**src/rtl/xorshift_job_arbiter.sv**
```systemverilog
// xorshift_job_arbiter
// Round-robin arbiter that shares one xorshift32 generator between NUM_REQ
// job requesters and streams each job's words toward an async FIFO write port.
// A job is a 32-bit seed plus a CNT_W-bit length (0 means 2^CNT_W words).
// Optional build macro: XORSHIFT_ZERO_SEED_GUARD_EN -- when defined, a granted
// seed of zero is replaced by one so the generator never locks up at zero.
// req_ready, out_valid, out_data and done are combinational by design so the
// grant and the write strobe land in the same cycle as the decision.

module xorshift_job_arbiter #(
  parameter int unsigned NUM_REQ = 4,
  parameter int unsigned CNT_W   = 8,
  parameter int unsigned ID_W    = 2
) (
  input  logic                     clk,
  input  logic                     rst,
  input  logic [NUM_REQ-1:0]       req_valid,
  input  logic [32*NUM_REQ-1:0]    req_seed,
  input  logic [CNT_W*NUM_REQ-1:0] req_len,
  output logic [NUM_REQ-1:0]       req_ready,
  input  logic                     fifo_full,
  output logic                     out_valid,
  output logic [31:0]              out_data,
  output logic [ID_W-1:0]          out_id,
  output logic                     busy,
  output logic                     done
);

  localparam int unsigned WORD_W = 32;
  localparam int unsigned DBL_W  = 2 * NUM_REQ;

  typedef enum logic [0:0] {
    IDLE = 1'b0,
    RUN  = 1'b1
  } state_t;

  state_t              state_q;
  state_t              state_d;
  logic [ID_W-1:0]     rr_ptr_q;
  logic [ID_W-1:0]     rr_ptr_d;
  logic [CNT_W-1:0]    cnt_q;
  logic [CNT_W-1:0]    cnt_d;
  logic [WORD_W-1:0]   lfsr_q;
  logic [WORD_W-1:0]   lfsr_d;
  logic [ID_W-1:0]     out_id_d;
  logic                busy_d;

  logic [DBL_W-1:0]    req_dbl;
  logic [NUM_REQ-1:0]  req_rot;
  logic                grant_found;
  logic [ID_W-1:0]     grant_idx;
  logic [WORD_W-1:0]   seed_sel;
  logic [CNT_W-1:0]    len_sel;
  logic [WORD_W-1:0]   seed_load;
  logic [WORD_W-1:0]   nxt;

  // One xorshift32 step (13 / 17 / 5), all shifts truncated to 32 bits.
  function automatic logic [WORD_W-1:0] xorshift32(input logic [WORD_W-1:0] a);
    logic [WORD_W-1:0] b;
    logic [WORD_W-1:0] c;
    b = a ^ (a << 13);
    c = b ^ (b >> 17);
    return c ^ (c << 5);
  endfunction

  assign nxt = xorshift32(lfsr_q);

  // Rotate requests so bit 0 is the requester just after rr_ptr, then pick the first.
  always_comb begin
    req_dbl     = {req_valid, req_valid};
    req_rot     = NUM_REQ'(req_dbl >> (32'(rr_ptr_q) + 32'd1));
    grant_found = 1'b0;
    grant_idx   = '0;
    for (int unsigned k = 0; k < NUM_REQ; k++) begin
      if (!grant_found && req_rot[k]) begin
        grant_found = 1'b1;
        grant_idx   = ID_W'((32'(rr_ptr_q) + 32'd1 + k) % NUM_REQ);
      end
    end
  end

  // Select the granted requester's seed and length from the packed buses.
  always_comb begin
    seed_sel = '0;
    len_sel  = '0;
    for (int unsigned k = 0; k < NUM_REQ; k++) begin
      if (grant_idx == ID_W'(k)) begin
        seed_sel = req_seed[k*WORD_W +: WORD_W];
        len_sel  = req_len[k*CNT_W +: CNT_W];
      end
    end
  end

  // Seed conditioning at load time.
`ifdef XORSHIFT_ZERO_SEED_GUARD_EN
  assign seed_load = (seed_sel == '0) ? WORD_W'(1) : seed_sel;
`else
  assign seed_load = seed_sel;
`endif

  // Next-state, datapath next values and combinational handshake outputs.
  always_comb begin
    state_d   = state_q;
    rr_ptr_d  = rr_ptr_q;
    cnt_d     = cnt_q;
    lfsr_d    = lfsr_q;
    out_id_d  = out_id;
    busy_d    = busy;
    req_ready = '0;
    out_valid = 1'b0;
    out_data  = '0;
    done      = 1'b0;

    case (state_q)
      IDLE: begin
        busy_d = 1'b0;
        if (grant_found) begin
          req_ready = NUM_REQ'(1) << grant_idx;
          lfsr_d    = seed_load;
          cnt_d     = len_sel;
          out_id_d  = grant_idx;
          rr_ptr_d  = grant_idx;
          state_d   = RUN;
          busy_d    = 1'b1;
        end
      end

      RUN: begin
        out_data = nxt;
        if (!fifo_full) begin
          out_valid = 1'b1;
          lfsr_d    = nxt;
          cnt_d     = cnt_q - CNT_W'(1);
          if (cnt_q == CNT_W'(1)) begin
            done    = 1'b1;
            state_d = IDLE;
            busy_d  = 1'b0;
          end
        end
      end

      default: begin
        state_d = IDLE;
        busy_d  = 1'b0;
      end
    endcase
  end

  // State register.
  always_ff @(posedge clk or posedge rst) begin
    if (rst) begin
      state_q <= IDLE;
    end else begin
      state_q <= state_d;
    end
  end

  // Datapath and registered outputs; rr_ptr resets so requester 0 wins first.
  always_ff @(posedge clk or posedge rst) begin
    if (rst) begin
      rr_ptr_q <= ID_W'(NUM_REQ - 1);
      cnt_q    <= '0;
      lfsr_q   <= '0;
      out_id   <= '0;
      busy     <= 1'b0;
    end else begin
      rr_ptr_q <= rr_ptr_d;
      cnt_q    <= cnt_d;
      lfsr_q   <= lfsr_d;
      out_id   <= out_id_d;
      busy     <= busy_d;
    end
  end

endmodule
```
**config.mk**
```make
export PLATFORM = sky130hd
export DESIGN_NAME = xorshift_job_arbiter
export DESIGN_NICKNAME = d
export VERILOG_FILES = /design/src/rtl/xorshift_job_arbiter.sv
export SDC_FILE = /design/constraint.sdc
export NUM_CORES = 1
export LEC_CHECK = 0
export ABC_CLOCK_PERIOD_IN_PS = 5600
export CORE_ASPECT_RATIO = 1.75
export CORE_MARGIN = 4
export CORE_UTILIZATION = 42
export CTS_CLUSTER_DIAMETER = 200
export DETAILED_ROUTE_END_ITERATION = 10
export PLACE_DENSITY_LB_ADDON = 0.2
export SLEW_MARGIN = 10
export SYNTH_ARGS = -nofsm -noshare
export SYNTH_HDL_FRONTEND = slang
export SYNTH_SLANG_ARGS = --single-unit
```
**constraint.sdc**
```tcl
create_clock -name clk -period 5.6 [get_ports clk]
set_input_delay 1.68 -clock clk [delete_from_list [all_inputs] [get_ports clk]]
set_output_delay 1.68 -clock clk [all_outputs]
set_load 0.02 [all_outputs]
```
==> results.yml <==
critical_path:
  cp_max_fo: 7
  start_kind: "primary input"
  r2r-start: "state_q$_DFF_PP0_"
  critical_path_required_ps: 3920
  reg2reg_slack_ps: 2570
  r2r-end: "cnt_q[6]$_DFFE_PP0P_"
  worstSetupPathType: "in -> out"
  end_kind: "output pin"
  worstPathArrival_ps: 3780
  worstRegToRegCells: 6
floorplan:
  ioPinCount: 208
  die-area_um2: 13060
  num_rows: 51
  die_w_um: 88.13
  die_h_um: 148.2
  initial_core_util: 0.4275
  fp.coreArea_um2: 11040
clock_network:
  htreeDepth: 2
  root_buffer: "clkbuf_16"
  cts.sinks: 46
  postCtsHoldBufs: 0
  clkSlewWorstSetupHoldPaths_ps: 70
  cts_buffers: 5
  cts.path.max_buffers: 2
  cts_tree: "yes"
  insertion_delay_ps: 290
yosys:
  synthDistinctLibCells: 54
  synthArstFlopShare: 1.000
  synth_fp_nets: 743
  synth_ff_type: "dfrtp_1"
  synth_edf_count: 0
  synth_top_area_share: 0.2333
  yosys_warnings: 0
  synth_area_um2: 4720
  syn_inst: 574
  yosys.area.top_type: "dfrtp_1"
  synth_seq_cells: 46
  synth_area_leaders: "dfrtp_1, xnor2_1, nor2_1"
  ys_seq_area_frac: 0.2444
  synth.avg_cell_area_um2: 8.222
sta:
  setup_viol_count_final: 0
  fin_skew_ps: 8.113
  finalMaxSlewViolations: 0
  setup_tns_ps: 0
  fmax_mhz: 183.3
  slew_headroom: 0.3155
  hold_viol: 0
  rsz0062_at_grt: "no"
  tightest_slew_ps: 1025
  fin_crit_sh: 0.9741
  period_needed_ps: 5455
power:
  peakVddDrop_uv: 932.8
  power_leakage_uw: 0.002762
  powerDensity_nw_per_um2: 845.1
  power_uw: 5911
drt:
  avgRoutedWirePerCell_um: 21.26
  viasPerCell: 5.796
  vias: 5147
  firstDrtPassIters: 5
  routed_wl_um: 18880
  ant_nets: 0
  drt_iter0_markers: 187
  drc_errors: 0
global_route:
  track_usage: 0.2866
  grt_remaining_overflow: 0
  antenna_found_initial: 1
  grt_pass1_vias: 5422
  grt_pass1_wl_um: 28760
  grt_max_degree: 47
status:
  outcome: "finished clean"
layout:
  final_cell_mix: "clkdlybuf4s50_1, nor2_1, xnor2_1, dfrtp_1, o221ai_1"
  drive_gt1_frac: 0.05430
  areaGrowthSynthToFinish_pct: 48.20
  layout_commonest_cell: "clkdlybuf4s50_1"
  fin_nets: 923
worst_hold_path:
  worstHoldPathType: "reg -> reg"
  min_delay_path_depth: 2
  min_from: "out_id[1]$_DFFE_PP0P_"
  whs_endpoint: "out_id[1]$_DFFE_PP0P_"
placement:
  io_buffer_count: 207
  gp_congestion: 0.8926
  place_hpwl_um: 14640
flow_run:
  drv_cap: 0
[layout make-up]
type                    instances  area [µm²]
diodes                          1       2.502
clock buffers                   7       132.6
clock inverters                 1       30.03
fillers                       959        4045
inverters                      14       52.55
multi-input cells             463        3256
flip-flops and latches         46        1154
well taps                     132       165.2
repair buffers                224        2202
[cells by family after synthesis]
| kind of cell | Yosys count | synth area share |
|---|---|---|
| buf+inv | 65 | 0.06840 |
| mux | 8 | 0.01776 |
| flops | 46 | 0.2444 |
| fa+ha+maj | 2 | 0.005301 |
| compound gates | 173 | 0.2651 |
| simple gates | 197 | 0.1941 |
| xor+xnor | 83 | 0.2049 |
[flip-flops by register name (all words and copies together), names as in the netlist]
signal    cells
lfsr_q       32
cnt_q         8
out_id        2
rr_ptr_q      2
busy          1
state_q       1
[per-layer routing]
layer / part of all wire / GRT usage
met4: 0.037 / 0.1104
met5: 0 / 0
met1: 0.34 / 0.2916
met3: 0.053 / 0.04213
met2: 0.57 / 0.5619
[worst max-delay path, cell delays in order]
cell,delay [ps]
clkdlybuf4s50_1,650
nor2_1,120
o21ai_1,360
o211ai_1,170
nor2_1,160
clkdlybuf4s50_1,630
[worst max path at each step]
stage	startpoint	to	depth (start not counted)
3_3_place_gp	req_valid[3]	req_ready[0]	7
4_1_cts	req_valid[3]	req_ready[0]	7
3_5_place_dp	req_valid[3]	req_ready[0]	7
6_report	req_valid[0]	req_ready[0]	6
5_1_grt	req_valid[0]	req_ready[0]	6
2_1_floorplan	req_valid[1]	req_ready[0]	6
[synthesized netlist by cell type, types with 3 or more instances]
cell type  count
a211oi_1      13
a21o_1        10
a21oi_1       21
a22oi_1        5
and2_1        22
and3_1         6
buf_1          3
buf_2         24
buf_4          7
buf_6          3
clkbuf_1      14
dfrtp_1       44
inv_1         14
mux2_2         3
mux2i_1        5
nand2_1       25
nand2b_1       3
nor2_1        99
nor2b_1        5
nor3_1        19
nor4_1         6
o2111a_1       5
o211ai_1       3
o21ai_0       27
o21ai_1        8
o221ai_1      38
o311ai_1       8
o31ai_1       22
xnor2_1       44
xnor3_1        9
xor2_1        22
xor3_1         6
[where the power goes]
group	leakage [µW]	switching, µW	internal (µW)
Sequential	0.000536	274	497
Combinational	0.00215	2410	2390
Clock	0.0000781	136	212
Total	0.00276	2820	3090
[what timing repair did]
action | CTS | global route
buffers inserted | 0 | 0
resized for setup | 0 | 5
setup endpoints to repair | 0 | 4
[per-stage QoR]
stage | instance area (µm²) | setup WS [ps] | util | hold WS, ps | std cells
2_1_floorplan | 4720 | 1054 | - | 454.3 | 574
3_3_place_gp | 6817 | 174.2 | 0.6175 | 469.6 | 879
3_5_place_dp | 6817 | 70.18 | 0.6175 | 473.0 | 879
4_1_cts | 6979 | 70.74 | 0.6322 | 491.9 | 887
5_1_grt | 6994 | 52.58 | 0.6336 | 522.3 | 888
6_report | 6994 | 145.0 | 0.6336 | 492.5 | 888
(Power assumes the default switching activity.)
